==> config.mk <==
export PLATFORM = sky130hd
export DESIGN_NAME = disp_scan_ctrl
export DESIGN_NICKNAME = d
export VERILOG_FILES = /design/src/rtl/disp_scan_ctrl.sv
export SDC_FILE = /design/constraint.sdc
export NUM_CORES = 1
export LEC_CHECK = 0
export CAP_MARGIN = 0
export CORE_MARGIN = 2
export CORE_UTILIZATION = 44
export DETAILED_ROUTE_END_ITERATION = 7
export PLACE_DENSITY = 0.78
export SYNTH_ARGS = -nofsm -noshare
export SYNTH_HDL_FRONTEND = slang
export SYNTH_SLANG_ARGS = --single-unit
==> constraint.sdc <==
create_clock -name clk -period 2.85 [get_ports clk]
set_clock_uncertainty 0.05 [all_clocks]
set_input_delay 0.285 -clock clk [delete_from_list [all_inputs] [get_ports clk]]
set_output_delay 0.285 -clock clk [all_outputs]
set_load 0.05 [all_outputs]
==> src/rtl/disp_scan_ctrl.sv <==
// ---------------------------------------------------------------------------
// disp_scan_ctrl
//
// Scan controller for a 4-digit 7-segment display. It sits directly upstream
// of a 4:1 x 4-bit digit mux (Mux4to1b4).
//
// The block holds four committed 4-bit digits and drives them onto the mux
// data inputs. It rotates the 2-bit mux select at a divided scan rate and
// produces the active-low anode enables and decimal point for the selected
// digit.
//
// New data is staged in a shadow register. It is committed only at the frame
// boundary (s wrapping 3->0), so no frame ever mixes old and new digits.
//
// Parameters:
//   SCAN_DIV    clock cycles per digit slot (>= 2)
//   CNT_W       divider counter width, 2**CNT_W >= SCAN_DIV
//
// Ports:
//   clk          system clock, rising edge
//   rst_n        synchronous active-low reset
//   load         capture din/dp_in into the shadow register
//   din[15:0]    digit data, [3:0]=digit0 ... [15:12]=digit3
//   dp_in[3:0]   decimal point request per digit, 1 = lit
//   blank[3:0]   live per-digit blank mask, 1 = dark
//   s[1:0]       scan select to the digit mux
//   d0..d3[3:0]  committed digits to mux inputs I0..I3
//   an[3:0]      active-low anode enables
//   dp_n         active-low decimal point of the current digit
//   pend         shadow holds data not yet committed
//   frame_start  one-cycle pulse in the first cycle of s=0
// ---------------------------------------------------------------------------
module disp_scan_ctrl #(
    parameter int SCAN_DIV = 100000,
    parameter int CNT_W    = 17
) (
    input  logic        clk,
    input  logic        rst_n,
    input  logic        load,
    input  logic [15:0] din,
    input  logic [3:0]  dp_in,
    input  logic [3:0]  blank,
    output logic [1:0]  s,
    output logic [3:0]  d0,
    output logic [3:0]  d1,
    output logic [3:0]  d2,
    output logic [3:0]  d3,
    output logic [3:0]  an,
    output logic        dp_n,
    output logic        pend,
    output logic        frame_start
);

    logic [CNT_W-1:0] cnt_r;
    logic [1:0]       s_r;
    logic [15:0]      dig_r;          // committed digits, digit0 in [3:0]
    logic [3:0]       dp_com_r;       // committed decimal points
    logic [15:0]      shadow_dig_r;
    logic [3:0]       shadow_dp_r;
    logic             pend_r;
    logic             frame_start_r;

    logic             tick_s;
    logic             commit_s;
    logic [3:0]       an_s;
    logic             dp_n_s;

    // Slot end and frame end (last cycle of the s=3 slot)
    assign tick_s   = (cnt_r == CNT_W'(SCAN_DIV - 1));
    assign commit_s = tick_s && (s_r == 2'd3);

    // Divider, scan select, shadow capture and frame-boundary commit
    always_ff @(posedge clk) begin
        if (!rst_n) begin
            cnt_r         <= '0;
            s_r           <= 2'd0;
            dig_r         <= 16'h0000;
            dp_com_r      <= 4'b0000;
            shadow_dig_r  <= 16'h0000;
            shadow_dp_r   <= 4'b0000;
            pend_r        <= 1'b0;
            frame_start_r <= 1'b0;
        end else begin
            if (tick_s) begin
                cnt_r <= '0;
                s_r   <= s_r + 2'd1;
            end else begin
                cnt_r <= cnt_r + CNT_W'(1);
            end

            // Registered so the pulse lands in the first cycle of s=0
            frame_start_r <= commit_s;

            // Commit reads the pre-edge shadow; a same-cycle load lands
            // in the shadow and stays pending for the next frame.
            if (commit_s && pend_r) begin
                dig_r    <= shadow_dig_r;
                dp_com_r <= shadow_dp_r;
            end else begin
                dig_r    <= dig_r;
                dp_com_r <= dp_com_r;
            end

            if (load) begin
                shadow_dig_r <= din;
                shadow_dp_r  <= dp_in;
                pend_r       <= 1'b1;
            end else if (commit_s) begin
                pend_r       <= 1'b0;
            end else begin
                pend_r       <= pend_r;
            end
        end
    end

    // Anode and decimal-point decode from registered select and live blank
    always_comb begin
        an_s   = 4'b1111;
        dp_n_s = 1'b1;
        if (!blank[s_r]) begin
            an_s[s_r] = 1'b0;
            dp_n_s    = ~dp_com_r[s_r];
        end else begin
            an_s   = 4'b1111;
            dp_n_s = 1'b1;
        end
    end

    assign s           = s_r;
    assign d0          = dig_r[3:0];
    assign d1          = dig_r[7:4];
    assign d2          = dig_r[11:8];
    assign d3          = dig_r[15:12];
    assign pend        = pend_r;
    assign frame_start = frame_start_r;
    assign an          = an_s;
    assign dp_n        = dp_n_s;

endmodule

==> metrics, run 1 <==
Hold Path End=dig_r[14]; Comb pwr share=roughly 6.6%; fin util=59.8%; most common cell after layout, fill and taps aside=dfxtp_1; reg2reg start=cnt_r[0]; Relative slew margins=approximately 53%; Crit. End Element=primary output; CTS H-tree depth=3; worst slew pin tran=708 ps; Clock Path Buffers=2; hold slack=357 ps; Final #Nets=358; # diodes=0; internal power=roughly 1.3 mW; Die Y=80.8 µm; Root Buffer=clkbuf_8; largest net degree at the start of global routing=27; filler instances=495; Worst Hold Path Cells=3; postcts setup bufs=0; Achievable Freq=roughly 380 MHz; WL/cell=13.2 µm; clk sinks=61; maximum vdd drop=about 0.34 mV; R2R setup slack=710 ps; CP max FO=8; vias in the first global route=1984; CTS Buf Count=9; Leak Pwr=about 1.2 nW; power per cell area=523 nW/µm²; routed vias/inst=5.11; Critical Path RT=between 2000 and 3000 ps; met3 wire len=around 300 µm; IO Pins=52; Clock power frac=42.8%; DR top layer=met4; XOR/XNOR Fraction of Synth Area=roughly 4.4%; Routed Wire Length=5330 µm; Hold Buf Count CTS=0; reg2reg end=dp_com_r[3]; # DRC=0; Synth cell types=35; reg2reg path depth=6; Worst EP arrival=around 2300 ps; gate count of the mapped netlist=275; Syn Std Cell Area=2600 µm²; largest family of logic cells by synthesized area=simple AND/OR/NAND/NOR gates; commonest non-fill, non-tap cells in the layout=dfxtp_1, clkdlybuf4s50_1, nand2_1; Clk Latency, worst-skew pair=340 ps; Sw Ratio=a little under a quarter; Final Power=about 1.8 mW; CP Launch Type=flip-flop; DRT iter0 DRCs=75; starting density of the core=46.3%; WL met1=2510 µm; Hold Fails Final Rpt=0; status=finished clean; layout cells sized above 1=between 8 and 9%; simple-gate share of the synthesized area=22.4%; Row Count=27; area delta synth->final=29.1%; RSZ-0062 raised after global routing=false; port bufs=51; Final setup viols=0; Post-Synth Adder-Cell Area=2.41%; DIE AREA=6530 µm²; core area=5610 µm²; Max-Cap Viols=0; met2 WL post-DR=2400 µm; Seq pwr share=50.6%; fin crit share=93.1%; CP Class=reg2out; CTS tree=built; remaining antenna violation count=0; post-route minimum period=2650 ps; Resize count post-CTS=0; Synth Area per Inst=9.45 µm²; initial antenna violation count=0; max-slew violation count=0; routability cong.=0.853; HP Start=rst_n; Die Width=80.8 µm; register area share after synthesis=47.0%; Syn Nets=307; DRT Pass-1 Iters=4; Overall Global Routing Usage=between 10% and 20%; post-synthesis mux area share=17.5%; Compound-Gate Fraction of Synth Area=under 10%; DP HPWL=3640 µm; Synth Register Bits=61; Yosys warning total=0; Overflow after GRT=0; DR vias=2058; setup TNS=0 ps; Clock transition at path regs=70 ps; first-pass GRT wire length=8740 µm; Hold Crit Class=in2reg; NetSw=a little over 0.4 mW
[flip-flops by register name, indices dropped and copies added, names as in the netlist]
signal / cells
pend: 1
frame_start: 1
shadow_dig_r: 16
cnt_r: 17
dig_r: 16
s: 2
shadow_dp_r: 4
dp_com_r: 4
[per-stage QoR]
| stage | instances | cell area (µm²) | setup WS (ps) |
|---|---|---|---|
| 2_1_floorplan | 275 | 2600 | 764 |
| 3_3_place_gp | 387 | 3160 | 484 |
| 3_5_place_dp | 387 | 3160 | 438 |
| 4_1_cts | 403 | 3350 | 161 |
| 5_1_grt | 403 | 3350 | 72.3 |
| 6_report | 403 | 3350 | 197 |
[logic make-up after synthesis]
family                     after synthesis
DFF                                     61
and+or+nand+nor                        123
AOI/OAI and AO/OA                        8
xor gates and xnor gates                13
muxes                                   43
buffers and inverters                   22
adders and majority gates                5
[worst max-delay path, stage by stage (launching register included)]
cell and delay, ps:
dfxtp_1 510, mux4_2 590, nand2b_1 170, clkdlybuf4s50_1 710
[routing by layer]
metal | vias up | GRT usage [%]
met5 | - | 0
met4 | 0 | 10.8
met3 | 12 | 6.00
met2 | 62 | 27.4
met1 | 953 | 21.3
li1 | 1031 | -
[cell usage after synthesis, drive strengths merged]
library cell	instances	share of area, %
nand4	5	1.2
xnor2	10	3.4
o21ai	3	1.0
clkbuf	6	0.87
nor2	39	5.6
ha	5	2.4
nand2b	5	1.2
o21ba	1	0.39
nand4b	1	0.34
nor4	5	1.2
or3	2	0.67
buf	8	1.9
a21oi	1	0.19
mux2i	41	16
xor2	3	1.0
and3	1	0.24
mux4	2	1.7
nand3	5	1.4
or4	1	0.43
dfxtp	61	47
and4	2	0.72
o221ai	1	0.34
a31oi	2	0.48
nor3	7	1.5
nand2	49	7.4
inv	8	1.2
nor4b	1	0.34
[power groups by stage]
| stage | clock [mW] | sequential (mW) | combinational, mW |
|---|---|---|---|
| after floorplan | 0 | 0.906 | 0.0629 |
| after global placement | 0 | 0.905 | 0.114 |
| after detailed placement | 0 | 0.906 | 0.116 |
| after CTS | 0.766 | 0.886 | 0.117 |
| after global routing | 0.806 | 0.888 | 0.127 |
| final | 0.751 | 0.887 | 0.116 |
[layout make-up]
type / instances / area (µm²) / area share, %
well taps: 72 / 90.1 / 2.69
clock inverters: 5 / 60.1 / 1.79
clock buffers: 11 / 131 / 3.92
flip-flops and latches: 61 / 1220 / 36.4
inverters: 8 / 30.0 / 0.895
repair buffers: 54 / 541 / 16.1
multi-input cells: 192 / 1280 / 38.2
[worst max-delay path by stage]
stage             start     to  slack, ps
6_report           s[0]  an[3]        200
5_1_grt            s[0]  an[3]         70
4_1_cts            s[0]  an[3]        160
3_5_place_dp   blank[3]  an[3]        440
3_3_place_gp   blank[3]  an[3]        480
2_1_floorplan      s[0]  an[0]        760
(Power assumes the default switching activity.)
==> inputs of run 2 (changes only) <==
Settings changed: SLEW_MARGIN from default to 30.
Clock period 2.85 ns to 2.5 ns, I/O delays scaled along.
==> run 2 against run 1 <==
Critical path depth rose by 3; sequential share of layout area rose by 0.19 points; clock power rose by 15%; count of clock-buffer cells in the layout fell by 2; non-clock buffer count did not move; wire length fell by 3.7%; hold slack got worse by 53 ps; sequential power rose by 14%; register-to-register slack got worse by 310 ps; worst setup slack improved by 200 ps; largest cell class unchanged; highest routed layer unchanged.
==> metrics, run 2 (synthesized netlist as in run 1, its figures left out) <==
maximum vdd drop=0.397 mV (+18%); filler instances=504 (+1.8%); postcts setup bufs=0 (unchanged); routability cong.=0.845 (-0.93%); fin util=59.5% (-0.31 points); Top reg by flops=cnt_r; Die Y=80.8 µm (unchanged); Final #Nets=358 (unchanged); first-pass GRT wire length=8720 µm (-0.16%); WL/cell=12.7 µm (-3.7%); vias in the first global route=1942 (-2.1%); Final setup viols=0 (unchanged); remaining antenna violation count=0 (unchanged); layout cells sized above 1=10.3% (+2.1 points); Overall Global Routing Usage=17.8% (about the same); DRT Pass-1 Iters=5 (+1); DR vias=1988 (-3.4%); CP Class=reg2reg; Multi-input gate area=1280 µm² (unchanged); IO Pins=52 (unchanged); Max-Cap Viols=0 (unchanged); Clock transition at path regs=70 ps (about the same); CTS tree=built; Critical Path RT=2720 ps (+200 ps); fin crit share=84.2%; max-slew violation count=0 (unchanged); Hold Crit Class=in2reg; routed vias/inst=4.93 (-3.4%); Hold Fails Final Rpt=0 (unchanged); pre-CTS setup slack=396 ps (-42.1 ps); Crit. End Element=flip-flop; power per cell area=601 nW/µm² (+15%); Hold Buf Count CTS=0 (unchanged); area delta synth->final=28.5%; DRT iter0 DRCs=105 (+40%); status=finished clean; starting density of the core=46.3% (unchanged); Die Width=80.8 µm (unchanged); RSZ-0062 raised after global routing=false; Row Count=27 (unchanged); port bufs=51 (unchanged); Clk Latency, worst-skew pair=350 ps (about the same); Worst Setup SP=cnt_r[0]; initial antenna violation count=0 (unchanged); core area=5610 µm² (unchanged); DP HPWL=3580 µm (-1.7%); biggest regs=cnt_r x17, dig_r x16, shadow_dig_r x16; clk sinks=61 (unchanged); FF+latch area=1220 µm² (unchanged); setup TNS=0 ps (unchanged); fin worst setup slack=395 ps (+199 ps); Worst EP arrival=2320 ps (about the same); Overflow after GRT=0 (unchanged); # diodes=0 (unchanged); commonest non-fill, non-tap cells in the layout=dfxtp_1, nand2_1, clkdlybuf4s50_1; most common cell after layout, fill and taps aside=dfxtp_1; CP max FO=20 (+12); Clock Path Buffers=2 (unchanged); Root Buffer=clkbuf_8; CP Launch Type=flip-flop; Critical Path End=dig_r[4]; max FFs per register=17 (unchanged); R2R setup slack=400 ps (-310 ps); Achievable Freq=475 MHz; post-route minimum period=roughly 2100 ps; # DRC=0 (unchanged); CTS H-tree depth=3 (unchanged); Final Power=2.01 mW (+14%); largest net degree at the start of global routing=26 (-3.7%); Leak Pwr=1.21 nW (-0.41%); reg2reg start=cnt_r[0]; Relative slew margins=54.3% (+1.5 points); Routed Wire Length=5130 µm (-3.7%); reg2reg path depth=6 (unchanged); DIE AREA=6530 µm² (unchanged); CTS Buf Count=9 (unchanged); reg2reg end=dig_r[4]; worst slew pin tran=685 ps (-23.2 ps); Resize count post-CTS=0 (unchanged)
==> run 2: changes by cell type in the layout (fill, tap and decap cells not counted), sizes merged <==
cell           previous run  this run
clkinvlp                  1         3
clkdlybuf4s50            50        45
clkbuf                   11         9
buf                       4         9
==> run 2: layout make-up <==
type | count | area share [%]
inverters | 8 | 0.900
multi-input cells | 192 | 38.4
clock buffers | 9 | 3.71
clock inverters | 7 | 2.25
well taps | 72 | 2.70
repair buffers | 54 | 15.4
flip-flops and latches | 61 | 36.6
==> run 2: per-layer routing <==
| layer | part of all wire, % | GRT usage, % | up-vias | wire (µm) |
|---|---|---|---|---|
| met2 | 45 | 27.0 | 55 | 2290 |
| met4 | 1.9 | 7.63 | 0 | 95 |
| met5 | 0 | 0 | - | 0 |
| li1 | - | - | 1026 | - |
| met3 | 6.6 | 7.67 | 7 | 336 |
| met1 | 47 | 21.9 | 900 | 2410 |
==> run 2: worst max-delay path, stage by stage (launching register included) <==
cell	delay [ps]
dfxtp_1	380
ha_1	260
nand3_4	140
or3_4	440
nor3_4	150
buf_4	340
mux2i_1	250
==> run 2: metrics by stage <==
| stage | cell area, µm² | hold WS, ps | cells |
|---|---|---|---|
| after floorplan | 2600 | 347 | 275 |
| after global placement | 3140 | 389 | 387 |
| after detailed placement | 3140 | 398 | 387 |
| after CTS | 3340 | 300 | 403 |
| after global routing | 3340 | 331 | 403 |
| final | 3340 | 304 | 403 |
==> run 2: worst min path at each step <==
stage / start / slack [ps] / endpoint / depth (start not counted)
after detailed placement: dig_r[12] / 400 / dig_r[12] / 2
after floorplan: din[0] / 350 / shadow_dig_r[0] / 2
after global placement: dp_com_r[2] / 390 / dp_com_r[2] / 2
after global routing: rst_n / 330 / dig_r[15] / 3
final: rst_n / 300 / frame_start / 3
after CTS: rst_n / 300 / frame_start / 3
==> run 2: power breakdown <==
part	total [mW]	internal, mW	switching (mW)
clock network	0.866	0.462	0.404
registers	1.01	0.996	0.0152
logic	0.130	0.0688	0.0614
total	2.01	1.53	0.480
==> inputs of run 3 (changes only) <==
Clock period 2.5 ns to 2.09 ns, I/O delays scaled along.
==> run 3 against run 2 <==
Non-clock buffer count grew 4; via count is 3.3% higher; first-iteration DRC count rose by 2.9%; largest power group unchanged; global-route usage down 0.54 points; critical endpoint is now cnt_r[11]; largest cell class unchanged.
==> metrics, run 3 (synthesized netlist as in run 1, its figures left out) <==
status=finished clean; filler instances=488 (-3.2%); Routed Wire Length=5190 µm (+1.2%); routability cong.=0.850 (+0.56%); first-pass GRT wire length=8490 µm (-2.6%); Final #Nets=362 (+1.1%); Overall Global Routing Usage=17.2% (-0.54 points); Worst EP arrival=2160 ps (-160 ps); fin util=60.3% (+0.83 points); Cells after DPL=388 (+0.26%); largest net degree at the start of global routing=25 (-3.8%); CP cell instances=ha_2 > nand3_4 > or4_4 > o21ai_4 > buf_4 > nor2_1; routed vias/inst=5.06 (+2.5%); Root Buffer=clkbuf_8; # diodes=0 (unchanged); CTS tree=built; Final Non-Filler Cells=406 (+0.74%); Top reg by flops=cnt_r; vias in the first global route=1891 (-2.6%); initial antenna violation count=0 (unchanged); maximum vdd drop=0.312 mV (-21%); worst slew pin tran=656 ps (-28.9 ps); DR vias=2053 (+3.3%); Die Width=80.8 µm (unchanged); DRT iter0 DRCs=108 (+2.9%); Crit-path slowest cell=or4_4; hold slack=299 ps (-4.92 ps); CP Launch Type=flip-flop; CTS H-tree depth=3 (unchanged); commonest non-fill, non-tap cells in the layout=dfxtp_1, nand2_1, clkdlybuf4s50_1; internal power=1.88 mW (+23%); Hold Fails Final Rpt=0 (unchanged); NetSw=0.519 mW (+8.2%); Clk Latency, worst-skew pair=330 ps (-20 ps); Hold Crit Class=in2reg; core area=5610 µm² (unchanged); IO Pins=52 (unchanged); remaining antenna violation count=0 (unchanged); Critical Path RT=2260 ps (-460 ps); Clock Path Buffers=2 (unchanged); Achievable Freq=505 MHz (+6.2%); Leak Pwr=1.24 nW (+2.4%); biggest regs=cnt_r x17, dig_r x16, shadow_dig_r x16; Final setup viols=0 (unchanged); Seq pwr share=50.4% (about the same); max-slew violation count=0 (unchanged); Overflow after GRT=0 (unchanged); Worst Hold Path Cells=3 (unchanged); Crit. End Element=flip-flop; Clock power frac=42.9% (-0.2 points); clk sinks=61 (unchanged); Row Count=27 (unchanged); fin crit share=94.8% (+11 points); DRT Pass-1 Iters=4 (-1); power per cell area=710 nW/µm² (+18%); CP Class=reg2reg; port bufs=51 (unchanged); post-route minimum period=1980 ps (-123 ps); # DRC=0 (unchanged); Max-Cap Viols=0 (unchanged); DP HPWL=3490 µm (-2.4%); Comb pwr share=6.8% (+0.3 points); Die Y=80.8 µm (unchanged); Hold Buf Count CTS=0 (unchanged); Clock transition at path regs=60 ps (about the same); DIE AREA=6530 µm² (unchanged); layout cells sized above 1=11.7% (+1.4 points); most common cell after layout, fill and taps aside=dfxtp_1; area delta synth->final=30.3%; CP max FO=8 (-60%); Sw Ratio=21.6% (-2.3 points); WL/cell=12.8 µm (+0.50%); CTS Buf Count=9 (unchanged); reg2reg path depth=6 (unchanged); starting density of the core=46.3% (unchanged); Worst path max stage delay=550 ps (+110 ps); Relative slew margins=56.2% (+1.9 points); max FFs per register=17 (unchanged)
-- run 3: critical path: cells and delay by family (launching register included) --
family | cells | cell delay, ps
fa+ha+maj | 1 | 240
compound gates | 1 | 270
simple gates | 3 | 730
flops | 1 | 390
buf+inv | 1 | 200
-- run 3: path summary, 6_finish.rpt --
path,from,slack (ps),to
setup reg to reg,cnt_r[0],110,cnt_r[11]
hold / removal,rst_n,300,dig_r[9]
setup / recovery,cnt_r[0],110,cnt_r[11]
hold reg to reg,dig_r[11],410,dig_r[11]
-- run 3: stage by stage --
step	instance area [µm²]	power [mW]	setup TNS (ps)	worst slack [ps]
after floorplan	2600	1.32	0	80.4
after global placement	3160	1.39	0	146
after detailed placement	3160	1.39	0	108
after CTS	3360	2.43	0	90.5
after global routing	3380	2.51	-0.825	-0.825
final	3380	2.40	0	108
-- run 3: area by class of cell --
| type | count | area [µm²] | share of cell area, % |
|---|---|---|---|
| inverter | 8 | 30.0 | 0.888 |
| clock buffer | 11 | 151 | 4.47 |
| tap | 72 | 90.1 | 2.66 |
| clock inverter | 4 | 47.5 | 1.41 |
| timing repair buffer | 58 | 558 | 16.5 |
| multi-input combinational | 192 | 1280 | 37.9 |
| sequential | 61 | 1220 | 36.1 |
-- run 3: per-layer routing --
metal	vias up	track usage, %	wire, µm
li1	1035	-	-
met1	956	22.2	2450
met2	56	25.6	2350
met3	6	5.22	304
met4	0	9.66	90
met5	-	0	0
-- run 3: timing repair --
item,in CTS,in global routing
endpoints found under the setup margin,1,9
setup buffers,0,3
pin swaps,0,1
resized for setup,1,1
-- run 3: power groups by stage --
stage | clock (mW) | combinational, mW | sequential, mW
after global placement | 0 | 0.156 | 1.23
after global routing | 1.12 | 0.177 | 1.21
after CTS | 1.07 | 0.159 | 1.21
after floorplan | 0 | 0.0857 | 1.24
final | 1.03 | 0.162 | 1.21
after detailed placement | 0 | 0.158 | 1.24
